--- src/rtl/fir_sequencer.sv ---
// fir_sequencer: coefficient serializer and sample handshake controller for a bit-serial FIR.
// Define FIR_SEQ_TIMEOUT_EN to add the WAIT watchdog and the sticky seq_timeout output.
module fir_sequencer #(
  parameter int DataWidth = 12,
  parameter int NTaps = 9,
  parameter int TimeoutCycles = 255,
  localparam int NCoeffs = (NTaps + 1) / 2,
  localparam int AW = $clog2(NCoeffs),
  localparam int BW = $clog2(DataWidth)
) (
  input  logic                 clk,
  input  logic                 rst,
  input  logic                 coef_we,
  input  logic [AW-1:0]        coef_addr,
  input  logic [DataWidth-1:0] coef_wdata,
  input  logic                 coef_commit,
  output logic                 coef_busy,
  input  logic                 s_valid,
  output logic                 s_ready,
  input  logic [DataWidth-1:0] s_data,
  output logic                 m_valid,
  input  logic                 m_ready,
  output logic [DataWidth-1:0] m_data,
  output logic                 fir_start,
  output logic [DataWidth-1:0] fir_x,
  output logic                 fir_coeff_load,
  output logic                 fir_coeff_in,
  input  logic                 fir_done,
  input  logic [DataWidth-1:0] fir_y
`ifdef FIR_SEQ_TIMEOUT_EN
  ,
  output logic                 seq_timeout
`endif
);
  typedef enum logic [1:0] {IDLE, LOAD, START, WAIT} state_e;
  if (NTaps % 2 == 0 || TimeoutCycles < 1) begin : g_bad_param
    $error("fir_sequencer: NTaps must be odd and TimeoutCycles positive");
  end
  state_e state_q, state_d;
  logic pend_q, pend_d, m_valid_q, m_valid_d, s_ready_q, s_ready_d;
  logic [BW-1:0] bit_q, bit_d;
  logic [AW-1:0] word_q, word_d;
  logic [DataWidth-1:0] fir_x_q, fir_x_d, m_data_q, m_data_d;
  logic [DataWidth-1:0] bank_q [NCoeffs];
`ifdef FIR_SEQ_TIMEOUT_EN
  localparam int TW = $clog2(TimeoutCycles + 1);
  logic [TW-1:0] tmo_q, tmo_d;
  logic to_q, to_d;
  assign seq_timeout = to_q;
`endif
  assign coef_busy = pend_q | (state_q == LOAD);
  assign s_ready = s_ready_q;
  assign m_valid = m_valid_q;
  assign m_data = m_data_q;
  assign fir_x = fir_x_q;
  assign fir_start = state_q == START;
  assign fir_coeff_load = state_q == LOAD;
  assign fir_coeff_in = (state_q == LOAD) ? bank_q[word_q][bit_q] : 1'b0;
  always_comb begin
    state_d = state_q;
    pend_d = pend_q | coef_commit;
    bit_d = bit_q;
    word_d = word_q;
    fir_x_d = fir_x_q;
    m_valid_d = m_valid_q & ~m_ready;
    m_data_d = m_data_q;
`ifdef FIR_SEQ_TIMEOUT_EN
    tmo_d = (state_q == WAIT) ? tmo_q + 1'b1 : '0;
    to_d = to_q;
`endif
    case (state_q)
      IDLE: begin
        if (pend_q) begin
          state_d = LOAD;
          pend_d = coef_commit;
          bit_d = BW'(DataWidth - 1);
          word_d = AW'(NCoeffs - 1);
        end else if (s_valid && s_ready_q) begin
          fir_x_d = s_data;
          state_d = START;
        end
      end
      // Highest coefficient first, each word MSB first; last bit is word 0 bit 0.
      LOAD: begin
        bit_d = (bit_q == '0) ? BW'(DataWidth - 1) : bit_q - 1'b1;
        word_d = (bit_q == '0) ? word_q - 1'b1 : word_q;
        state_d = (bit_q == '0 && word_q == '0) ? IDLE : LOAD;
      end
      START: state_d = WAIT;
      WAIT: begin
        if (fir_done) begin
          m_valid_d = 1'b1;
          m_data_d = fir_y;
          state_d = IDLE;
        end
`ifdef FIR_SEQ_TIMEOUT_EN
        else if (tmo_q == TW'(TimeoutCycles - 1)) begin
          m_valid_d = 1'b1;
          m_data_d = '0;
          to_d = 1'b1;
          state_d = IDLE;
        end
`endif
      end
      default: state_d = IDLE;
    endcase
    s_ready_d = state_d == IDLE && !pend_d && !m_valid_d;
  end
  always_ff @(posedge clk) begin
    if (rst) begin
      state_q <= IDLE;
      pend_q <= 1'b0;
      bit_q <= '0;
      word_q <= '0;
      fir_x_q <= '0;
      m_valid_q <= 1'b0;
      m_data_q <= '0;
      s_ready_q <= 1'b0;
      for (int i = 0; i < NCoeffs; i++) bank_q[i] <= '0;
    end else begin
      state_q <= state_d;
      pend_q <= pend_d;
      bit_q <= bit_d;
      word_q <= word_d;
      fir_x_q <= fir_x_d;
      m_valid_q <= m_valid_d;
      m_data_q <= m_data_d;
      s_ready_q <= s_ready_d;
      if (coef_we && state_q != LOAD && int'(coef_addr) < NCoeffs) bank_q[coef_addr] <= coef_wdata;
    end
  end
`ifdef FIR_SEQ_TIMEOUT_EN
  always_ff @(posedge clk) begin
    if (rst) begin
      tmo_q <= '0;
      to_q <= 1'b0;
    end else begin
      tmo_q <= tmo_d;
      to_q <= to_d;
    end
  end
`endif
endmodule
--- config.mk ---
export PLATFORM = sky130hd
export DESIGN_NAME = fir_sequencer
export DESIGN_NICKNAME = d
export VERILOG_FILES = /design/src/rtl/fir_sequencer.sv
export SDC_FILE = /design/constraint.sdc
export NUM_CORES = 1
export LEC_CHECK = 0
export CORE_MARGIN = 5
export CORE_UTILIZATION = 57
export CTS_BUF_LIST = sky130_fd_sc_hd__clkbuf_4
export DETAILED_ROUTE_END_ITERATION = 8
export PLACE_DENSITY = 0.82
export SLEW_MARGIN = 10
export SYNTH_ARGS = -nofsm -noshare
export SYNTH_HDL_FRONTEND = slang
export SYNTH_SLANG_ARGS = --single-unit
--- constraint.sdc ---
create_clock -name clk -period 2.1 [get_ports clk]
set_input_delay 0.42 -clock clk [delete_from_list [all_inputs] [get_ports clk]]
set_output_delay 0.42 -clock clk [all_outputs]
set_load 0.01 [all_outputs]
==> run metrics <==
Yosys cell types=44; Post-synth ARST share=0; cell at the root of the clock tree=clkbuf_4; Routed WL=between 10 and 15 mm; Peak VDD IR=about 0.0006 V; Final min period=2.72 ns; Placed Instance Area=a little over 7000 um2; Post-synth top flop=edfxtp_1; via count=~3800; vias in the first global route=approximately 3900; endpoints failing setup=1; Slew Viols, Final=0; leading area contributor after synthesis=edfxtp_1; clock skew=0.0148 ns; CTS tree=done; # clock sinks=approximately 140; Critical Path Start Type=register; P&R area growth vs syn=29.7%; Post-DP HPWL=around 9.0 mm; Req. time, crit path=1.68 ns; post-layout power=between 5 and 6 mW; first-pass GRT wire length=a little under 20 mm; hold path cells=3; Vias/cell=~5.3; Inserted Clock Buffers=17; GRT Total Usage=0.223; Die W=~110 um; CTS max path bufs=2; Hold Path Class=primary input to register; diode count=0; DR pass1 iterations=5; Placer Congestion=just over 0.8; # DRC=0; max_cap viols=0; period utilisation layout=1.30; Iter 0 DRT Violations=between 200 and 250; P per Cell Area=around 760 nW/um2; worst setup margin=-0.624 ns; row cnt=36; Detail Route Antenna Nets=0; CP Data Arrival Time=approximately 2.3 ns; H-Tree Depth=4; P_leak=2.78 nW; # port buffers=75; Post-synth EDFFs=96; failing checks=negative setup slack; final count of hold timing violations=0; initial antenna violation count=0; largest net degree at the start of global routing=34; Crit Path Class=register to output port; syn avg cell area=about 13 um2; Finished Cell Area=roughly 7400 um2; max frequency=roughly 0.37 GHz; outcome=finished with violations; Clock Latency Late Sink=about 0.54 ns; RSZ-0062 raised after global routing=true; reg2reg path depth=7; initial core utilization=0.586; full die area=between 10000 and 15000 um2; Ports=76; share of cells above drive strength 1=0.191; WL/cell=about 17 um; #FFs+latches synth=135; Congestion Overflow GR=0; Fin Hold WS=about 0.42 ns; Seq/Total Area, Yosys=0.639; Final #Nets=approximately 630; Synth area leaders=edfxtp_1 50%, dfxtp_1 14%, mux4_2 6.3%, mux2i_1 5.4%, and2_1 5.4%; chip height=roughly 110 um; Core Area=approximately 9800 um2; yosys warns=0; share of the synthesized area in the top cell type=0.503; Clock transition at path regs=between 0.1 and 0.15 ns; Cells after Synth=between 400 and 500; peak fanout along the critical path=9; Critical Path Sink Type=output port; Syn Std Cell Area=~5700 um2
## report_power, final
group          internal [mW]  leakage (nW)  total [mW]  switching [mW]
sequential              3.00          1.29        3.08          0.0804
clock                  0.730         0.148        1.74            1.01
combinational          0.441          1.34       0.834           0.393
total                   4.17          2.78        5.65            1.48
## routing by layer
| metal | vias to the layer above | global-route usage | share of wire |
|---|---|---|---|
| met2 | 146 | 0.373 | 0.50 |
| li1 | 1853 | - | - |
| met1 | 1810 | 0.268 | 0.39 |
| met4 | 0 | 0.0967 | 0.023 |
| met3 | 32 | 0.0693 | 0.089 |
| met5 | - | 0 | 0 |
## state kept, by name, indices dropped and copies added, names as in the netlist, named ones only
register,flops
s_ready,1
bit_q,4
m_valid,1
pend_q,1
word_q,3
bank_q,96
fir_x,12
m_data,12
state_q,2
## critical path: stages (launching register included)
cell and delay (ns):
dfxtp_4 0.42, buf_12 0.15, mux4_2 0.49, mux2i_1 0.25, nand2_1 0.09, nand4_1 0.11
o311ai_1 0.09, buf_2 0.17
## path summary, 6_finish.rpt
| kind | startpoint | slack [ns] | to |
|---|---|---|---|
| worst max-delay path | register | -0.62 | fir_coeff_in |
| worst min-delay path | fir_y[2] | 0.42 | m_data[2] |
| worst max register to register | state_q[1] | 0.35 | bank_q[3][0] |
| worst min register to register | m_data[2] | 0.47 | m_data[2] |
## cells in the mapped netlist, types with 7 or more instances
cell      number
clkbuf_1      10
edfxtp_1      96
and3_1        14
nor2_1        27
a22oi_1        7
nand2_1       40
mux4_2        16
buf_2          7
and2_1        49
dfxtp_1       39
nand3_1       15
a21oi_1       20
mux2i_1       31
## cells by family after synthesis
kind of cell             Yosys count  synth area share
other                              1          0.000655
AO/OA/AOI/OAI                     39            0.0422
multiplexers                      47             0.117
XOR/XNOR                           1           0.00153
flip-flops                       135             0.639
AND/OR/NAND/NOR                  175             0.163
buffers and inverters             31            0.0297
adder cells (fa/ha/maj)            3           0.00655
## area by class of cell
type | instances | area [um2]
clock buffer | 17 | 128
clock inverter | 15 | 165
fill | 626 | 2350
inverter | 7 | 26.3
multi-input combinational | 301 | 2060
sequential | 135 | 3670
tap | 133 | 166
timing repair buffer | 122 | 1210
## stage by stage
step	util	setup TNS, ns	std cells	setup slack [ns]
finish	0.760	-0.624	730	-0.624
global route	0.760	-0.790	730	-0.790
CTS	0.760	-0.636	730	-0.636
detailed placement	0.724	-0.731	696	-0.642
global placement	0.724	-0.569	696	-0.569
floorplan	-	0	467	0.0928
## repair_timing
item / 4_1_cts / 5_1_grt
setup endpoints to repair: 4 / 2
pin swaps: 11 / 0
buffers inserted: 2 / 0
gates resized for setup: 20 / 2
hold buffers: 0 / 0
## layout by cell type (no fill, tap or decap), drive strengths merged, types with 2 or more instances in the layout
cell,n
dlygate4sd2,2
and3,14
conb,36
dfxtp,39
inv,14
a31oi,4
nor3b,2
bufinv,2
nor4b,2
mux2i,31
a22oi,7
nor3,5
nand2,40
or2,4
nor2b,5
nand3,15
ha,3
buf,48
clkbuf,18
nand2b,5
edfxtp,96
clkdlybuf4s50,71
nor2,28
and2,49
clkinv,3
mux4,16
a21oi,20
clkinvlp,3
nand4,3
Note: power is estimated with default switching activity, not from simulation.
